<file path="src/rtl/mem_req_arbiter.sv">
// mem_req_arbiter: arbitrates data-cache write-back and refill requests onto one memory port.
// One outstanding transaction; each response wait is bounded by a saturating timeout counter.
module mem_req_arbiter #(
  parameter int TMO_W = 10
) (
  input  logic         clk,
  input  logic         rst_n,
  input  logic         dcw_start_rq,
  input  logic [31:0]  dcw_in_addr,
  input  logic [15:0]  dcw_in_mask,
  input  logic [127:0] dcw_in_data,
  output logic         dcw_finish_wresp,
  input  logic         dcr_start_rq,
  input  logic [31:0]  dcr_rin_addr,
  output logic [127:0] rdat_m_data,
  output logic         rdat_m_valid,
  output logic         finish_mrd,
  output logic         rqfull_1,
  output logic         wqfull,
  output logic         mem_cmd_valid,
  input  logic         mem_cmd_ready,
  output logic         mem_cmd_we,
  output logic [31:0]  mem_cmd_addr,
  output logic [15:0]  mem_cmd_mask,
  output logic [127:0] mem_cmd_wdata,
  input  logic         mem_wresp,
  input  logic [127:0] mem_rdata,
  input  logic         mem_rvalid,
  input  logic         mem_rlast,
  input  logic         err_clr,
  output logic         ovf_err,
  output logic         tmo_err
);
  typedef enum logic [2:0] {IDLE, WR_CMD, WR_WAIT, RD_CMD, RD_WAIT} state_t;
  // counter equals this value during the (2^TMO_W-1)-th wait cycle
  localparam logic [TMO_W-1:0] TMO_LAST = TMO_W'((1 << TMO_W) - 2);
  state_t state, state_nx;
  logic [31:0] w_addr, r_addr;
  logic [15:0] w_mask;
  logic [127:0] w_data;
  logic last_wr;
  logic [TMO_W-1:0] cnt;
  logic wr_hs, rd_hs, waiting, beat, tmo_hit, w_ovf, r_ovf;
  assign wr_hs = state == WR_CMD && mem_cmd_ready;
  assign rd_hs = state == RD_CMD && mem_cmd_ready;
  assign waiting = state == WR_WAIT || state == RD_WAIT;
  assign beat = state == RD_WAIT && mem_rvalid;
  assign tmo_hit = waiting && !beat && cnt == TMO_LAST;
  assign w_ovf = dcw_start_rq && wqfull && !wr_hs;
  assign r_ovf = dcr_start_rq && rqfull_1 && !rd_hs;
  assign mem_cmd_valid = state == WR_CMD || state == RD_CMD;
  assign mem_cmd_we = state == WR_CMD;
  assign mem_cmd_addr = state == WR_CMD ? w_addr : state == RD_CMD ? r_addr : '0;
  assign mem_cmd_mask = state == WR_CMD ? w_mask : '0;
  assign mem_cmd_wdata = state == WR_CMD ? w_data : '0;
  assign dcw_finish_wresp = state == WR_WAIT && (mem_wresp || tmo_hit);
  assign rdat_m_valid = beat;
  assign rdat_m_data = state == RD_WAIT ? mem_rdata : '0;
  assign finish_mrd = state == RD_WAIT && ((mem_rvalid && mem_rlast) || tmo_hit);
  always_comb begin
    state_nx = state;
    case (state)
      IDLE:    state_nx = wqfull && (!rqfull_1 || !last_wr) ? WR_CMD : rqfull_1 ? RD_CMD : IDLE;
      WR_CMD:  state_nx = mem_cmd_ready ? WR_WAIT : WR_CMD;
      RD_CMD:  state_nx = mem_cmd_ready ? RD_WAIT : RD_CMD;
      WR_WAIT: state_nx = mem_wresp || tmo_hit ? IDLE : WR_WAIT;
      RD_WAIT: state_nx = (mem_rvalid && mem_rlast) || tmo_hit ? IDLE : RD_WAIT;
      default: state_nx = IDLE;
    endcase
  end
  always_ff @(posedge clk or negedge rst_n) begin
    if (!rst_n) begin
      state <= IDLE;
      last_wr <= 1'b0;
      wqfull <= 1'b0;
      rqfull_1 <= 1'b0;
      w_addr <= '0;
      w_mask <= '0;
      w_data <= '0;
      r_addr <= '0;
      cnt <= '0;
      ovf_err <= 1'b0;
      tmo_err <= 1'b0;
    end else begin
      state <= state_nx;
      if (state == IDLE && state_nx != IDLE) last_wr <= state_nx == WR_CMD;
      if (dcw_start_rq && !w_ovf) begin
        wqfull <= 1'b1;
        w_addr <= dcw_in_addr;
        w_mask <= dcw_in_mask;
        w_data <= dcw_in_data;
      end else if (wr_hs) wqfull <= 1'b0;
      if (dcr_start_rq && !r_ovf) begin
        rqfull_1 <= 1'b1;
        r_addr <= dcr_rin_addr;
      end else if (rd_hs) rqfull_1 <= 1'b0;
      cnt <= wr_hs || rd_hs || beat ? '0 : waiting && cnt != '1 ? cnt + 1'b1 : cnt;
      ovf_err <= w_ovf || r_ovf || (ovf_err && !err_clr);
      tmo_err <= tmo_hit || (tmo_err && !err_clr);
    end
  end
endmodule

</file>
<file path="config.mk">
export PLATFORM = sky130hd
export DESIGN_NAME = mem_req_arbiter
export DESIGN_NICKNAME = d
export VERILOG_FILES = /design/src/rtl/mem_req_arbiter.sv
export SDC_FILE = /design/constraint.sdc
export NUM_CORES = 1
export LEC_CHECK = 0
export CAP_MARGIN = 20
export CORE_AREA = 5 5 253 255
export CTS_CLUSTER_SIZE = 20
export DETAILED_ROUTE_END_ITERATION = 10
export DIE_AREA = 0 0 258 260
export GPL_TIMING_DRIVEN = 0
export PLACE_DENSITY = 0.56
export SYNTH_ARGS = -nofsm -noshare
export SYNTH_HDL_FRONTEND = slang
export SYNTH_SLANG_ARGS = --single-unit
export TNS_END_PERCENT = 10
</file>
<file path="constraint.sdc">
create_clock -name clk -period 1.98 [get_ports clk]
set_input_delay 0.396 -clock clk [delete_from_list [all_inputs] [get_ports clk]]
set_output_delay 0.396 -clock clk [all_outputs]
set_load 0.005 [all_outputs]
</file>
==> results of run 1 <==
synthesized netlist by cell type (4+ instances only):
library cell	n	area, µm²
sky130_fd_sc_hd__dfrtp_1	226	5660
sky130_fd_sc_hd__nor3_1	5	25.0
sky130_fd_sc_hd__mux2i_1	32	320
sky130_fd_sc_hd__o21ai_0	4	20.0
sky130_fd_sc_hd__nand4_1	4	25.0
sky130_fd_sc_hd__clkbuf_1	67	251
sky130_fd_sc_hd__mux2_2	207	2330
sky130_fd_sc_hd__inv_1	8	30.0
sky130_fd_sc_hd__a21oi_1	10	50.1
sky130_fd_sc_hd__or3_1	4	25.0
sky130_fd_sc_hd__nand2_1	9	33.8
sky130_fd_sc_hd__nor2_1	39	146
sky130_fd_sc_hd__buf_2	24	120
sky130_fd_sc_hd__and2_1	6	37.5
sky130_fd_sc_hd__o31ai_1	4	30.0
sky130_fd_sc_hd__nand3_1	4	20.0
sky130_fd_sc_hd__and3_1	275	1720
report_power, final:
group          internal [mW]  switching (mW)  total [mW]
clock network           2.85            2.18        5.03
logic                   9.33            6.75        16.1
registers               6.89            1.17        8.06
what timing repair did:
item | 4_1_cts | 5_1_grt
endpoints found under the setup margin | 522 | 520
gates resized for setup | 693 | 536
hold buffers | 1 | 0
endpoints found under the hold margin | 27 | 0
pin swaps | 7 | 10
buffers inserted | 32 | 14
cloned | 8 | 1
per-layer routing:
metal	up-vias	global-route usage	share of wire
met3	107	0.0522	0.077
li1	4933	-	-
met4	6	0.0645	0.047
met5	-	0	0.00062
met2	487	0.326	0.52
met1	5501	0.188	0.36
critical path, delay by kind of cell, from the launching register on:
| family | cells | cell delay (ps) |
|---|---|---|
| buffers and inverters | 8 | 1060 |
| flip-flops | 1 | 380 |
| AND/OR/NAND/NOR | 2 | 320 |
logic make-up (layout without fill, tap and decap cells):
family                     Yosys count  after routing
DFF                                226            226
adders and majority gates            2              2
buffers and inverters              102            860
AOI/OAI and AO/OA                   28             28
other                                0              6
xor gates and xnor gates             2              2
muxes                              240            240
and+or+nand+nor                    361            361
final timing paths:
| check | from | end |
|---|---|---|
| min in group clk | dcw_in_data[36] | w_data[36] |
| hold / removal | rst_n | w_data[57] |
| max in group asynchronous | rst_n | cnt[2] |
| setup reg to reg | state[1] | r_addr[25] |
| setup / recovery | state[1] | rdat_m_data[108] |
| hold reg to reg | w_data[4] | w_data[4] |
flip-flops by register name, indices dropped and copies added (netlist names):
name,flops
w_addr,32
state,3
ovf_err,1
tmo_err,1
wqfull,1
r_addr,32
rqfull_1,1
cnt,10
last_wr,1
w_mask,16
w_data,128
per-stage QoR:
step	std cells	instance area, µm²	worst slack, ps
floorplan	961	11100	16.2
global placement	2408	18700	-9920
detailed placement	2410	18800	-1580
CTS	2499	20700	-1010
global route	2511	21300	-823
finish	2515	21300	-773
cell type report:
class | instances | area [µm²] | share of cell area
multi-input cells | 633 | 5570 | 0.261
repair buffers | 711 | 7200 | 0.338
repair inverters | 1 | 11.3 | 0.000528
inverters | 9 | 50.0 | 0.00235
plain buffers | 90 | 955 | 0.0448
clock buffers | 41 | 820 | 0.0384
flip-flops and latches | 226 | 5660 | 0.265
clock inverters | 8 | 60.1 | 0.00282
well taps | 790 | 988 | 0.0464
diodes | 6 | 15.0 | 0.000704
==> key figures, run 1 <==
STA
  – Number of endpoints with negative hold slack in the final report: 0
  – Max Clock Skew: 16.7 ps
  – Final TNS setup: -173,200 ps
  – Share of the clock period used by the worst path: 1.39
  – Setup slack after layout: -773 ps
  – Minimum clock period: 2750 ps
  – Max-slew violation total from the final report: 0
  – Max frequency: 0.363 GHz
  – Final setup violation count: 483
  – Worst rel slew slack: 0.529
  – Transition at the pin with the smallest max-transition slack: 707 ps
  – Unrepaired setup endpoints after global routing: true
  – Hold slack final: 281 ps

Setup path
  – CP cell instances: buf_6, clkbuf_16, nor2_4, buf_12, clkbuf_16, clkbuf_16, buf_8, buf_6, and3_4, buf_6
  – Arrival @ worst endpoint: 2360 ps
  – Critical Path End Type: output pin
  – Library cell contributing the largest single delay on the critical path: sky130_fd_sc_hd__dfrtp_1
  – Slack of the worst reg-to-reg path: -230 ps
  – Category of the most critical setup path: register to output pin
  – Critical-path maximum fanout: 6
  – Setup crit start kind: register
  – Critical path data required time: 1580 ps
  – Cell count of the worst reg-to-reg path: 8
  – Slowest cell delay on critical path: 380 ps

Logic synthesis
  – EDFF count, synth: 0
  – Simple-Gate Fraction of Synth Area: 0.194
  – Synth unique cells: 41
  – Fraction of the mapped netlist area in compound gates: 0.0157
  – Fraction of registers with async set or reset after synthesis: 1.00
  – Post-synthesis xor/xnor area fraction: 0.00326
  – Post-Synth Adder-Cell Area: 0.00225
  – Average size of a mapped cell: 11.6 µm²
  – Sequential element share of the synthesized area: 0.508
  – Dominant combinational cell family by area after synthesis: multiplexers
  – Number of synthesis warnings: 0
  – Total nets after synthesis: 1,308
  – Ys flop type: sky130_fd_sc_hd__dfrtp_1
  – Post-synthesis cell count: 961
  – Flops & latches, synth: 226
  – Mux cell area share after synthesis: 0.239
  – Cell area after synthesis: 11,100 µm²

Clock tree
  – Clock sink count: 226
  – Number of buffers on the longest clock path: 3
  – Clock tree from TritonCTS: yes
  – Number of levels the H-tree was split into: 1
  – Number of buffers created by CTS: 28
  – Clock-pin transition on the worst setup and hold timing paths: 60 ps
  – Cell chosen for the clock root: sky130_fd_sc_hd__clkbuf_16
  – Clock insertion delay at the later pin of the skew report: 580 ps

Global route
  – Maximum number of pins on one net before global-route repair: 115
  – Number of global-route vias before repair: 11,700
  – Global-route wire length before repair: 87.6 mm
  – Number of antenna violations at the first check in global routing: 10
  – Overall track demand over capacity in global routing: 0.175
  – Total overflow reported by the global router: 0

Finish
  – Layout overhead on the synthesized area: 91.5%
  – Most frequent cells in the layout: sky130_fd_sc_hd__clkdlybuf4s50_1, sky130_fd_sc_hd__dfrtp_1, sky130_fd_sc_hd__mux2_2
  – FILL cells: 6,215
  – Nets: 2,047
  – Final Core Density: 0.347
  – Most common cell after layout, fill and taps aside: sky130_fd_sc_hd__clkdlybuf4s50_1
  – Share of cells above drive strength 1: 0.399

Placed design
  – Placed wire-length estimate after detailed placement: 49.4 mm
  – Global placer's final weighted congestion: 0.952
  – Port Buffers: 657

Status
  – Result of the run: finished with violations
  – Violations in the final reports: setup timing

Pwr
  – Total Power Consumption: 29.2 mW
  – Worst ir drop on vdd: 0.000780 V
  – Power density cells: 1370 nW/µm²
  – Leakage power total: 11.2 nW

Drt
  – Routed wire per std cell: 25.1 µm
  – Final Routed Wirelength: 63.2 mm
  – Remaining number of nets flagged by the antenna check after routing: 0
  – Length of the first detailed-routing pass in iterations: 5
  – Detailed-route DRC error count: 0
  – Starting DRC count in detailed routing: 441
  – Via count: 11,000
  – Routed vias/inst: 4.39

Floorplanning
  – FP Rows: 91
  – Total core area: 61,400 µm²
  – DIE AREA: 67,100 µm²
  – Initial Utilization: 0.181
  – Chip width: 258 µm
  – Number of primary I/O pins: 658
  – Die H: 260 µm

Min path
  – Hold Path Class: input port to async pin

Run
  – Max Cap Violations: 0
No activity file was read; power rests on OpenSTA's default activity.
==> run 2: changes to the inputs <==
Settings changed: PLACE_DENSITY 0.56 to 0.55.
==> run 2 against run 1 <==
Compared with the run above: the flow still finishes with violations (setup timing); core utilization decreased by 0.22 points; non-clock buffer count increased by 14; die area unchanged; clock skew decreased by 1.7 ps; critical endpoint is now dcw_finish_wresp.
==> key figures, run 2 (synthesis results as in run 1) <==
Floorplanning
  – Number of primary I/O pins: 658
  – Initial Utilization: 0.181
  – Die H: 260 µm
  – Chip width: 258 µm
  – Total core area: 61,400 µm²
  – FP Rows: 91
  – DIE AREA: 67,100 µm²

Pwr
  – Power density cells: 1410 nW/µm²
  – Logic gate share of total power: 0.545
  – Cell-internal power: 19.6 mW
  – Net Switching: 10.3 mW
  – Worst ir drop on vdd: 0.000748 V
  – Clock share of power: 0.186
  – Switching power share of the total: 0.345
  – Share of total power in sequential cells: 0.269
  – Leakage power total: 10.1 nW
  – Total Power Consumption: 30.0 mW

Global route
  – Number of global-route vias before repair: 12,000
  – Total overflow reported by the global router: 0
  – Overall track demand over capacity in global routing: 0.172
  – Maximum number of pins on one net before global-route repair: 113
  – Number of antenna violations at the first check in global routing: 6
  – Global-route wire length before repair: 86.2 mm

Finish
  – FILL cells: 6,172
  – Most frequent cells in the layout: sky130_fd_sc_hd__clkdlybuf4s50_1, sky130_fd_sc_hd__dfrtp_1, sky130_fd_sc_hd__mux2_2
  – Register ranked first by flip-flop count: w_data
  – Layout overhead on the synthesized area: 90.3%
  – Nets: 2,063
  – Largest regs: w_data: 128 flops, r_addr: 32 flops, w_addr: 32 flops
  – Max FFs per register: 128
  – Most common cell after layout, fill and taps aside: sky130_fd_sc_hd__clkdlybuf4s50_1
  – Share of cells above drive strength 1: 0.478

Drt
  – Routed vias/inst: 4.36
  – Detailed-route DRC error count: 0
  – Routed wire per std cell: 24.6 µm
  – Remaining number of nets flagged by the antenna check after routing: 0
  – Final Routed Wirelength: 62.3 mm
  – Starting DRC count in detailed routing: 509
  – Length of the first detailed-routing pass in iterations: 4
  – Via count: 11,000

Placed design
  – Setup slack after placement: -1490 ps
  – Port Buffers: 657
  – Global placer's final weighted congestion: 0.972
  – Placed wire-length estimate after detailed placement: 47.7 mm

STA
  – Transition at the pin with the smallest max-transition slack: 677 ps
  – Share of the clock period used by the worst path: 1.34
  – Max-slew violation total from the final report: 0
  – Max frequency: 0.377 GHz
  – Setup slack after layout: -675 ps
  – Number of endpoints with negative hold slack in the final report: 0
  – Max Clock Skew: 15.0 ps
  – Unrepaired setup endpoints after global routing: true
  – Minimum clock period: 2650 ps
  – Worst rel slew slack: 0.549
  – Final setup violation count: 463

Setup path
  – Critical Path End Type: output pin
  – Critical path data required time: 1580 ps
  – Setup crit start kind: register
  – Critical-path maximum fanout: 3
  – CP cell instances: clkbuf_8, or4bb_4, and4_4, o211a_1, buf_6
  – Slowest cell delay on critical path: 560 ps
  – Arrival @ worst endpoint: 2260 ps
  – Category of the most critical setup path: register to output pin
  – Library cell contributing the largest single delay on the critical path: sky130_fd_sc_hd__or4bb_4

Clock tree
  – Number of levels the H-tree was split into: 1
  – Cell chosen for the clock root: sky130_fd_sc_hd__clkbuf_16
  – Number of buffers created by CTS: 30
  – Clock tree from TritonCTS: yes
  – Clock-pin transition on the worst setup and hold timing paths: 60 ps
  – Number of buffers on the longest clock path: 3
  – Clock sink count: 226
  – Clock insertion delay at the later pin of the skew report: 570 ps

Min path
  – Hold Path Class: input port to async pin

Status
  – Violations in the final reports: setup timing
  – Result of the run: finished with violations

Run
  – Max Cap Violations: 0
==> run 2: cell count changes in the layout (fill, tap and decap cells not counted), sizes merged <==
cell,delta
clkbuf,+60
buf,+79
clkinvlp,+1
clkdlybuf4s15,-15
bufinv,+3
inv,-1
clkdlybuf4s50,-20
dlymetal6s2s,-94
dlygate4sd2,+7
diode,-3
==> run 2: critical path, delay by kind of cell, from the launching register on <==
family / cells / cell delay [ps]
AO/OA/AOI/OAI: 1 / 220
flip-flops: 1 / 440
AND/OR/NAND/NOR: 2 / 730
buffers and inverters: 2 / 280
==> run 2: final cells by class <==
class	instances	area, µm²	share of cell area
timing repair buffer	727	6720	0.317
multi-input combinational	633	5670	0.268
sequential	226	5660	0.267
buffer	88	1080	0.0508
tap	790	988	0.0467
clock buffer	44	863	0.0407
clock inverter	11	149	0.00703
inverter	9	50.0	0.00236
timing repair inverter	1	11.3	0.000531
antenna	3	7.51	0.000354
==> run 2: worst paths after layout <==
path                                         end  slack (ps)  cells past startpoint             from
worst min register to register         r_addr[9]         500                      1        r_addr[9]
worst max-delay path            dcw_finish_wresp        -670                      5         state[0]
min in group clk                      w_data[18]         430                      2  dcw_in_data[18]
worst max register to register        w_data[49]        -160                      7         state[2]
worst min-delay path                  w_addr[18]         270                      2            rst_n
max in group asynchronous            w_data[104]         780                      3            rst_n
==> run 2: repair_timing <==
item / in CTS / in global routing
resized for setup: 1001 / 612
cloned: 12 / 6
endpoints found under the setup margin: 522 / 503
endpoints found under the hold margin: 26 / 0
pin swaps: 19 / 22
setup buffers: 44 / 6
hold buffers: 1 / 0
==> run 2: power groups by stage <==
| stage | Clock, mW | Combinational (mW) | Sequential, mW |
|---|---|---|---|
| after detailed placement | 0 | 13.0 | 8.03 |
| after global routing | 5.94 | 17.4 | 8.31 |
| after global placement | 0 | 12.9 | 7.96 |
| after CTS | 5.75 | 15.3 | 8.01 |
| final | 5.58 | 16.3 | 8.05 |
| after floorplan | 0 | 6.30 | 7.63 |
==> run 2: through the flow <==
step / hold WS [ps] / cells / util / setup TNS, ps / instance area (µm²)
after floorplan: 100 / 961 / - / 0 / 11100
after global placement: 479 / 2408 / 0.305 / -2751060 / 18700
after detailed placement: 271 / 2410 / 0.306 / -540750 / 18800
after CTS: 248 / 2521 / 0.338 / -223670 / 20800
after global routing: 272 / 2531 / 0.345 / -197250 / 21200
final: 269 / 2532 / 0.345 / -150330 / 21200
==> run 2: per-layer routing <==
metal / track usage / part of all wire / wire [µm]
met1: 0.188 / 0.36 / 22200
met2: 0.311 / 0.51 / 31800
met3: 0.0512 / 0.084 / 5200
met4: 0.0685 / 0.048 / 3020
met5: 0 / 0.00043 / 27
